**src/rtl/nibble_loader_pkg.sv**
```systemverilog
// Shared types and sizing helpers for the nibble-serial register loader.
package nibble_loader_pkg;

  typedef enum logic [1:0] {
    IDLE   = 2'd0,
    LOAD   = 2'd1,
    COMMIT = 2'd2
  } state_t;

  localparam int NIB_W = 4;

  function automatic int clog2_min1(input int v);
    return (v <= 2) ? 1 : $clog2(v);
  endfunction

  function automatic int calc_nibs(input int width);
    return width / NIB_W;
  endfunction

  function automatic int calc_nw(input int width);
    return clog2_min1(calc_nibs(width));
  endfunction

endpackage

```
**src/rtl/nibble_reg_loader_if.sv**
```systemverilog
// Nibble stream, channel control and register-bank outputs of the loader.
interface nibble_reg_loader_if
  import nibble_loader_pkg::*;
#(
  parameter int CHANNELS = 2,
  parameter int WIDTH    = 32
);
  localparam int CW = clog2_min1(CHANNELS);

  logic [NIB_W-1:0]          din;
  logic                      din_valid;
  logic                      start;
  logic                      clr;
  logic [CW-1:0]             ch_sel;
  logic [CHANNELS*WIDTH-1:0] regs_out;
  logic [CHANNELS-1:0]       loaded;
  logic                      busy;
  logic                      commit;
  logic                      err;

  modport master (
    output din, din_valid, start, clr, ch_sel,
    input  regs_out, loaded, busy, commit, err
  );

  modport slave (
    input  din, din_valid, start, clr, ch_sel,
    output regs_out, loaded, busy, commit, err
  );
endinterface

```
**src/rtl/nibble_shift_reg.sv**
```systemverilog
// Shared frame shift register with nibble counter; flags the final nibble of a word.
module nibble_shift_reg
  import nibble_loader_pkg::*;
#(
  parameter int WIDTH = 32
) (
  input  logic             clk,
  input  logic             rst,
  input  logic             restart,
  input  logic             shift_en,
  input  logic [NIB_W-1:0] din,
  output logic [WIDTH-1:0] shreg,
  output logic             last
);
  localparam int NIBS = calc_nibs(WIDTH);
  localparam int NW   = calc_nw(WIDTH);

  logic [NW-1:0] cnt;

  assign last = (cnt == NW'(NIBS - 1));

  always_ff @(posedge clk) begin
    if (rst) begin
      shreg <= '0;
      cnt   <= '0;
    end else if (restart) begin
      cnt <= '0;
    end else if (shift_en) begin
      shreg <= {shreg[WIDTH-NIB_W-1:0], din};
      // Wrap explicitly so non-power-of-two nibble counts stay in range
      cnt   <= last ? '0 : cnt + 1'b1;
    end
  end
endmodule

```
**src/rtl/nibble_reg_loader.sv**
```systemverilog
// Multi-channel nibble-serial loader: frames shift into one register, then commit
// atomically into the selected channel register.
module nibble_reg_loader
  import nibble_loader_pkg::*;
#(
  parameter int CHANNELS = 2,
  parameter int WIDTH    = 32
) (
  input logic              clk,
  input logic              rst,
  nibble_reg_loader_if.slave bus
);
  localparam int CW = clog2_min1(CHANNELS);

  state_t                         state_q, state_d;
  logic [CW-1:0]                  target_q;
  logic [CHANNELS-1:0][WIDTH-1:0] regs_q;
  logic [CHANNELS-1:0]            loaded_q;
  logic                           err_q;
  logic [WIDTH-1:0]               shreg;
  logic                           last;
  logic                           start_ok;
  logic                           shift_en;
  logic                           clr_ok;
  logic                           err_set;
  logic [(1<<CW)-1:0]             ch_valid;

  // Channel-select codes that name a real channel; others are rejected
  for (genvar i = 0; i < (1 << CW); i++) begin : g_ch_valid
    assign ch_valid[i] = (i < CHANNELS);
  end

  assign start_ok = bus.start && ch_valid[bus.ch_sel];
  assign clr_ok   = bus.clr && ch_valid[bus.ch_sel];
  assign err_set  = (bus.start && !ch_valid[bus.ch_sel]) ||
                    (bus.din_valid && state_q != LOAD);

  nibble_shift_reg #(.WIDTH(WIDTH)) u_shift (
    .clk      (clk),
    .rst      (rst),
    .restart  (start_ok),
    .shift_en (shift_en),
    .din      (bus.din),
    .shreg    (shreg),
    .last     (last)
  );

  always_comb begin
    state_d  = state_q;
    shift_en = 1'b0;
    case (state_q)
      IDLE:   if (start_ok) state_d = LOAD;
      LOAD: begin
        // Any start in LOAD drops the nibble presented with it
        if (!bus.start && bus.din_valid) begin
          shift_en = 1'b1;
          if (last) state_d = COMMIT;
        end
      end
      COMMIT: state_d = start_ok ? LOAD : IDLE;
      default: state_d = IDLE;
    endcase
  end

  always_ff @(posedge clk) begin
    if (rst) begin
      state_q  <= IDLE;
      target_q <= '0;
      err_q    <= 1'b0;
    end else begin
      state_q <= state_d;
      if (start_ok) target_q <= bus.ch_sel;
      if (err_set)       err_q <= 1'b1;
      else if (start_ok) err_q <= 1'b0;
    end
  end

  always_ff @(posedge clk) begin
    if (rst) begin
      regs_q   <= '0;
      loaded_q <= '0;
    end else begin
      for (int c = 0; c < CHANNELS; c++) begin
        // A clear to the committing channel takes priority over the commit
        if (clr_ok && bus.ch_sel == CW'(c)) begin
          regs_q[c]   <= '0;
          loaded_q[c] <= 1'b0;
        end else if (state_q == COMMIT && target_q == CW'(c)) begin
          regs_q[c]   <= shreg;
          loaded_q[c] <= 1'b1;
        end
      end
    end
  end

  assign bus.regs_out = regs_q;
  assign bus.loaded   = loaded_q;
  assign bus.busy     = (state_q != IDLE);
  assign bus.commit   = (state_q == COMMIT);
  assign bus.err      = err_q;
endmodule
```
**src/flat_wrapper.sv**
```systemverilog
// flat-port wrapper written by rule: the top's interface ports become plain ports
module nibble_reg_loader_flat import nibble_loader_pkg::*;
#(
  parameter int CHANNELS = 2,
  parameter int WIDTH    = 32
)
  (clk, rst, bus_din, bus_din_valid, bus_start, bus_clr, bus_ch_sel, bus_regs_out, bus_loaded, bus_busy, bus_commit, bus_err);
  nibble_reg_loader_if #(.CHANNELS(CHANNELS), .WIDTH(WIDTH)) bus_i ();
  input logic clk;
  input logic rst;
  input wire logic [$bits(bus_i.din)-1:0] bus_din;
  input wire logic [$bits(bus_i.din_valid)-1:0] bus_din_valid;
  input wire logic [$bits(bus_i.start)-1:0] bus_start;
  input wire logic [$bits(bus_i.clr)-1:0] bus_clr;
  input wire logic [$bits(bus_i.ch_sel)-1:0] bus_ch_sel;
  output wire logic [$bits(bus_i.regs_out)-1:0] bus_regs_out;
  output wire logic [$bits(bus_i.loaded)-1:0] bus_loaded;
  output wire logic [$bits(bus_i.busy)-1:0] bus_busy;
  output wire logic [$bits(bus_i.commit)-1:0] bus_commit;
  output wire logic [$bits(bus_i.err)-1:0] bus_err;
  assign bus_i.din = bus_din;
  assign bus_i.din_valid = bus_din_valid;
  assign bus_i.start = bus_start;
  assign bus_i.clr = bus_clr;
  assign bus_i.ch_sel = bus_ch_sel;
  assign bus_regs_out = bus_i.regs_out;
  assign bus_loaded = bus_i.loaded;
  assign bus_busy = bus_i.busy;
  assign bus_commit = bus_i.commit;
  assign bus_err = bus_i.err;
  nibble_reg_loader #(.CHANNELS(CHANNELS), .WIDTH(WIDTH)) u_core (.clk(clk), .rst(rst), .bus(bus_i));
endmodule
```
**config.mk**
```make
export PLATFORM = sky130hd
export DESIGN_NAME = nibble_reg_loader_flat
export DESIGN_NICKNAME = d
export VERILOG_FILES = /design/src/rtl/nibble_loader_pkg.sv /design/src/rtl/nibble_reg_loader_if.sv /design/src/rtl/nibble_shift_reg.sv /design/src/rtl/nibble_reg_loader.sv /design/src/flat_wrapper.sv
export SDC_FILE = /design/constraint.sdc
export NUM_CORES = 1
export LEC_CHECK = 0
export ABC_AREA = 1
export CAP_MARGIN = 30
export CORE_ASPECT_RATIO = 0.5
export CORE_MARGIN = 2
export CORE_UTILIZATION = 52
export CTS_CLUSTER_SIZE = 8
export DETAILED_ROUTE_END_ITERATION = 10
export PLACE_DENSITY = 0.86
export SLEW_MARGIN = 20
export SYNTH_ARGS = -nofsm -noshare
export SYNTH_HDL_FRONTEND = slang
export SYNTH_SLANG_ARGS = --single-unit
```
**constraint.sdc**
```tcl
create_clock -name clk -period 1.4 [get_ports clk]
set_input_delay 0.28 -clock clk [delete_from_list [all_inputs] [get_ports clk]]
set_output_delay 0.28 -clock clk [all_outputs]
set_load 0.1 [all_outputs]
```
==> impl_metrics.ini <==
[finish]
fin_area_um2 = 6360
stdcell_count = 829
antenna_cells = 0
num-fill-cells = 478
nets = 725
fin_util_pct = 78.9
drive_gt1_share_pct = 16.2
area_growth_pct = 45.7

[drt]
vias = 4164
drtPass1Iterations = 6
drt_iter0_markers = 377
drt_wl_total_um = 12100
drtAntennaViolNets = 0
vias_per_cell = 5.02
wire_per_inst_um = 14.6
drc = 0

[pwr]
intPower_mw = 4.70
pwr-share-seq_pct = 50.9
p_leak_nw = 3.15
power.switching_mw = 1.41
switching_share_pct = 23.1
pwr-share-comb_pct = 7.8
power_per_cell_area_nw_per_um2 = 961
clockPowerShare_pct = 41.3
irDropWorstVdd_mv = 0.668

[synthesis]
synthCells = 636
ys_seq_elements = 105
synthTopCellsByArea = dfxtp_1, nor2_1, nand2_1
synthFlopType = dfxtp_1
synth_common_cells = nor2_1, nand2_1, dfxtp_1
yosysTopAreaCell = dfxtp_1
synth_edf_count = 0
synth_most_common_cell = nor2_1
syn_area_um2 = 4360
synth_warnings = 0
syn_avg_cell_area_um2 = 6.86
async_reset_ff_share_pct = 0
synth_fp_nets = 648
ys_seq_area_share_pct = 48.2
post_synth_num_cell_types = 19
synth_top_area_share_pct = 48.2

[floorplan]
ios = 79
floorplan.initialDensity_pct = 54.1
die_w_um = 134
rows = 23
core-area_um2 = 8060
die_area_um2 = 9180
die_h_um = 68.8

[clock_network]
cts_buffer_depth = 2
cts_tree = done
clk_pin_slew_worst_paths_ns = 0.06
cts_hold_buf = 0
h-tree-depth = 3
cts_root_buf = clkbuf_16
cts.sink_count = 105
clk_latency_ns = 0.35
cts_buffers = 9

[placement]
post-dp-hpwl_um = 7240
port_buffers = 78
place_area_um2 = 6040
dp_cells = 812
finalWeightedCongestion = 0.774

[sta]
period_needed_ns = 1.38
fmax_ghz = 0.723
drv_slew = 0
finalCritPeriodShare_pct = 98.8
grt_setup_unrepaired = yes
hold_ws_ns = 0.493
skew_ns = 0.00657
slew_headroom_pct = 82.3
tns_ns = 0
worst_pin_slew_ns = 0.264
setup_viol = 0
hold_viol = 0

[worst_setup_path]
critPathBufInv = 2
start_kind = register
crit_required_ns = 1.12
cp_data_arrival_time_ns = 1.10
max_stage_delay_ns = 0.33
worstPathMaxFanout = 3
cpLargestDelayFamily = flip-flops
crit_path_end_kind = output pin
worstPathCellList = inv_2, nor2_4, buf_12
worst-setup-path-type = reg2out
crit_slowest_cell = dfxtp_2

[min_path]
hold_class = reg2reg

[global_route]
grt_max_degree = 44
grt_overflow_total = 0
grt_pass1_vias = 4028
grt_pass1_wl_um = 19300
grt.total_usage_pct = 27.2
antenna_found_initial = 0

[outcome]
outcome = completed

[run]
maxCapViolations = 0
## worst paths after layout
path                                                         from                                    to  slack (ns)  cells after the start
worst min register to register  u_core.bus.loaded[1]$_SDFFE_PP0P_     u_core.bus.loaded[1]$_SDFFE_PP0P_        0.49                      2
worst max-delay path               u_core.state_q[1]$_SDFFE_PP0P_                            bus_commit        0.02                      3
worst max register to register     u_core.state_q[1]$_SDFFE_PP0P_  u_core.bus.regs_out[28]$_SDFFE_PP0P_        0.07                      8
worst min-delay path            u_core.bus.loaded[1]$_SDFFE_PP0P_     u_core.bus.loaded[1]$_SDFFE_PP0P_        0.49                      2
## stage by stage
stage / setup WS (ns) / power [mW]
2_1_floorplan: -0.158 / 3.43
3_3_place_gp: -0.0987 / 3.61
3_5_place_dp: -0.132 / 3.62
4_1_cts: 0.0229 / 6.12
5_1_grt: -0.0232 / 6.30
6_report: 0.0167 / 6.11
## power groups by stage
| stage | clock [mW] | combinational (mW) | sequential, mW |
|---|---|---|---|
| after floorplan | 0 | 0.267 | 3.17 |
| after global placement | 0 | 0.438 | 3.17 |
| after detailed placement | 0 | 0.452 | 3.17 |
| after CTS | 2.55 | 0.470 | 3.11 |
| after global routing | 2.68 | 0.515 | 3.11 |
| final | 2.52 | 0.477 | 3.11 |
## state kept, by name, indices dropped and copies added (netlist names)
name and flops:
u_core.bus.regs_out 64, u_core.u_shift.shreg 32, u_core.u_shift.cnt 3, u_core.bus.loaded 2
u_core.state_q 2, u_core.bus.err 1, u_core.target_q 1
## cell type report
| cell class | instances | area (µm²) | share of cell area [%] |
|---|---|---|---|
| multi-input cells | 424 | 1800 | 28.3 |
| flip-flops and latches | 105 | 2100 | 33.1 |
| inverters | 75 | 282 | 4.43 |
| clock buffers | 12 | 256 | 4.04 |
| clock inverters | 3 | 40.0 | 0.630 |
| well taps | 112 | 140 | 2.20 |
| repair buffers | 98 | 1730 | 27.3 |
## cell usage in the layout, fill, tap and decap left out
cell	count
nand2_1	170
a21oi_1	1
buf_4	11
ha_1	2
clkbuf_8	2
inv_1	72
clkbuf_1	1
nor2_4	4
buf_12	78
clkinv_2	2
a21oi_2	2
clkbuf_16	9
dfxtp_1	103
nor2_1	201
nor3_1	1
a21boi_1	2
nand3_1	3
nand3b_1	33
clkdlybuf4s50_1	9
inv_2	2
o21ai_0	1
a22oi_1	1
dfxtp_2	2
nand2_2	3
bufinv_16	1
clkinv_1	1
## worst min-delay path, cell delays in order, from the launching register on
cell and delay [ns]:
dfxtp_1 0.33, inv_1 0.06, a21boi_1 0.05
## layer usage
metal | GRT usage (%) | share of wire, % | up-vias
met3 | 7.53 | 6.6 | 35
met2 | 50.0 | 50 | 183
met4 | 12.8 | 2.6 | 0
li1 | - | - | 2022
met5 | 0 | 0 | -
met1 | 30.5 | 41 | 1924
## repair_timing
action,in CTS,in global routing
buffers inserted,2,0
resized for setup,2,1
pin swaps,1,0
endpoints found under the setup margin,2,2
hold endpoints to repair,0,0
## logic make-up after synthesis
kind of cell,count (synthesis),share of synthesized area (%)
simple gates,415,39.5
buf+inv,107,10.8
flops,105,48.2
compound gates,7,0.975
fa+ha+maj,2,0.574
No activity file was read; power rests on OpenSTA's default activity.
==> variant: new RTL, config.mk and constraints unchanged <==
`CHANNELS` is set to 2 in 3 places; all go to 1.
--- a/src/rtl/nibble_reg_loader_if.sv
+++ b/src/rtl/nibble_reg_loader_if.sv
@@ -4,3 +4,3 @@
 #(
-  parameter int CHANNELS = 2,
+  parameter int CHANNELS = 1,
   parameter int WIDTH    = 32
--- a/src/rtl/nibble_reg_loader.sv
+++ b/src/rtl/nibble_reg_loader.sv
@@ -5,3 +5,3 @@
 #(
-  parameter int CHANNELS = 2,
+  parameter int CHANNELS = 1,
   parameter int WIDTH    = 32
--- a/src/flat_wrapper.sv
+++ b/src/flat_wrapper.sv
@@ -3,3 +3,3 @@
 #(
-  parameter int CHANNELS = 2,
+  parameter int CHANNELS = 1,
   parameter int WIDTH    = 32
Ports: changed (resized bus_loaded and bus_regs_out); port bits go from 79 to 46. The function was not compared with the original's and may differ.
==> variant against the original RTL <==
Fmax is 3.1% higher. Routed wire length is 40% lower. Global-route usage is 2.9 points lower. Worst hold slack worse by 2.8 ps. Clock skew hardly changed. Worst setup slack better by 41 ps. Synthesized area is 31% lower. Design area is 33% lower. Sequential cell count is 33 lower. Count of clock-buffer cells in the layout is 2 lower. Combinational power is 30% lower. Total power is 24% lower.
==> variant: results <==
[critical_path]
r2r_start = u_core.u_shift.cnt[0]
r2r_cells = 7
r2r_slack_ps = 180

[logic_synthesis]
synth_cell_type_count = 20
synth.area.top_cells = dfxtp_1 48%, nor2_1 17%, nand2_1 14%, nand3b_1 8.2%, inv_1 5.1%
synth_common_cells = 136 x nor2_1, 110 x nand2_1, 72 x dfxtp_1

[routing]
wl_um = 7260
vias = 2769
met2_length_um = 3470
drtIter0Drc = 298

[power]
p_comb_frac = 0.072
p_seq_w = 0.00212
p_seq_frac = 0.458
power_leakage_nw = 2.01

[worst_hold_path]
hold_start = u_core.u_shift.shreg[31]

[placed_design]
dpl_cell_area_sq_um = 3970
port_buffers = 45
dp_cells = 539

[sta]
skew_ps = 6.69

[grt]
grt_use_met3 = 0.0847
met2_usage = 0.409
grt_pass1_vias = 2634
grt_util_met1 = 0.293

[layout]
stdcell_count = 553

[cts]
cts_setup_buffers = 0
ctsResizeCount = 1

[status]
outcome = completed
variant: kinds of logic (layout without fill, tap and decap cells):
| family | Yosys count | after routing | share of synthesized area |
|---|---|---|---|
| buffers and inverters | 65 | 114 | 0.103 |
| AND/OR/NAND/NOR | 287 | 287 | 0.403 |
| flip-flops | 72 | 72 | 0.476 |
| adder cells (fa/ha/maj) | 2 | 2 | 0.00826 |
| AO/OA/AOI/OAI | 5 | 5 | 0.0103 |
variant: final cells by class:
type	instances	area [sq um]
Tap cell	73	91.3
Clock inverter	4	47.5
Multi-Input combinational cell	294	1280
Clock buffer	10	229
Fill cell	345	1320
Timing Repair Buffer	57	988
Inverter	43	161
Sequential cell	72	1440
variant: tightest hold or removal path, cell delays in order (launching register included):
cell and delay [ps]:
dfxtp_1 310, nor2_1 90, nor2_1 50
variant: metrics by stage:
stage	hold slack, ps	worst slack (ps)	TNS (ps)
floorplan	349	-108	-3510
global placement	448	-85.3	-2050
detailed placement	452	-117	-3280
CTS	493	49.1	0
global route	512	5.84	0
finish	490	58.1	0
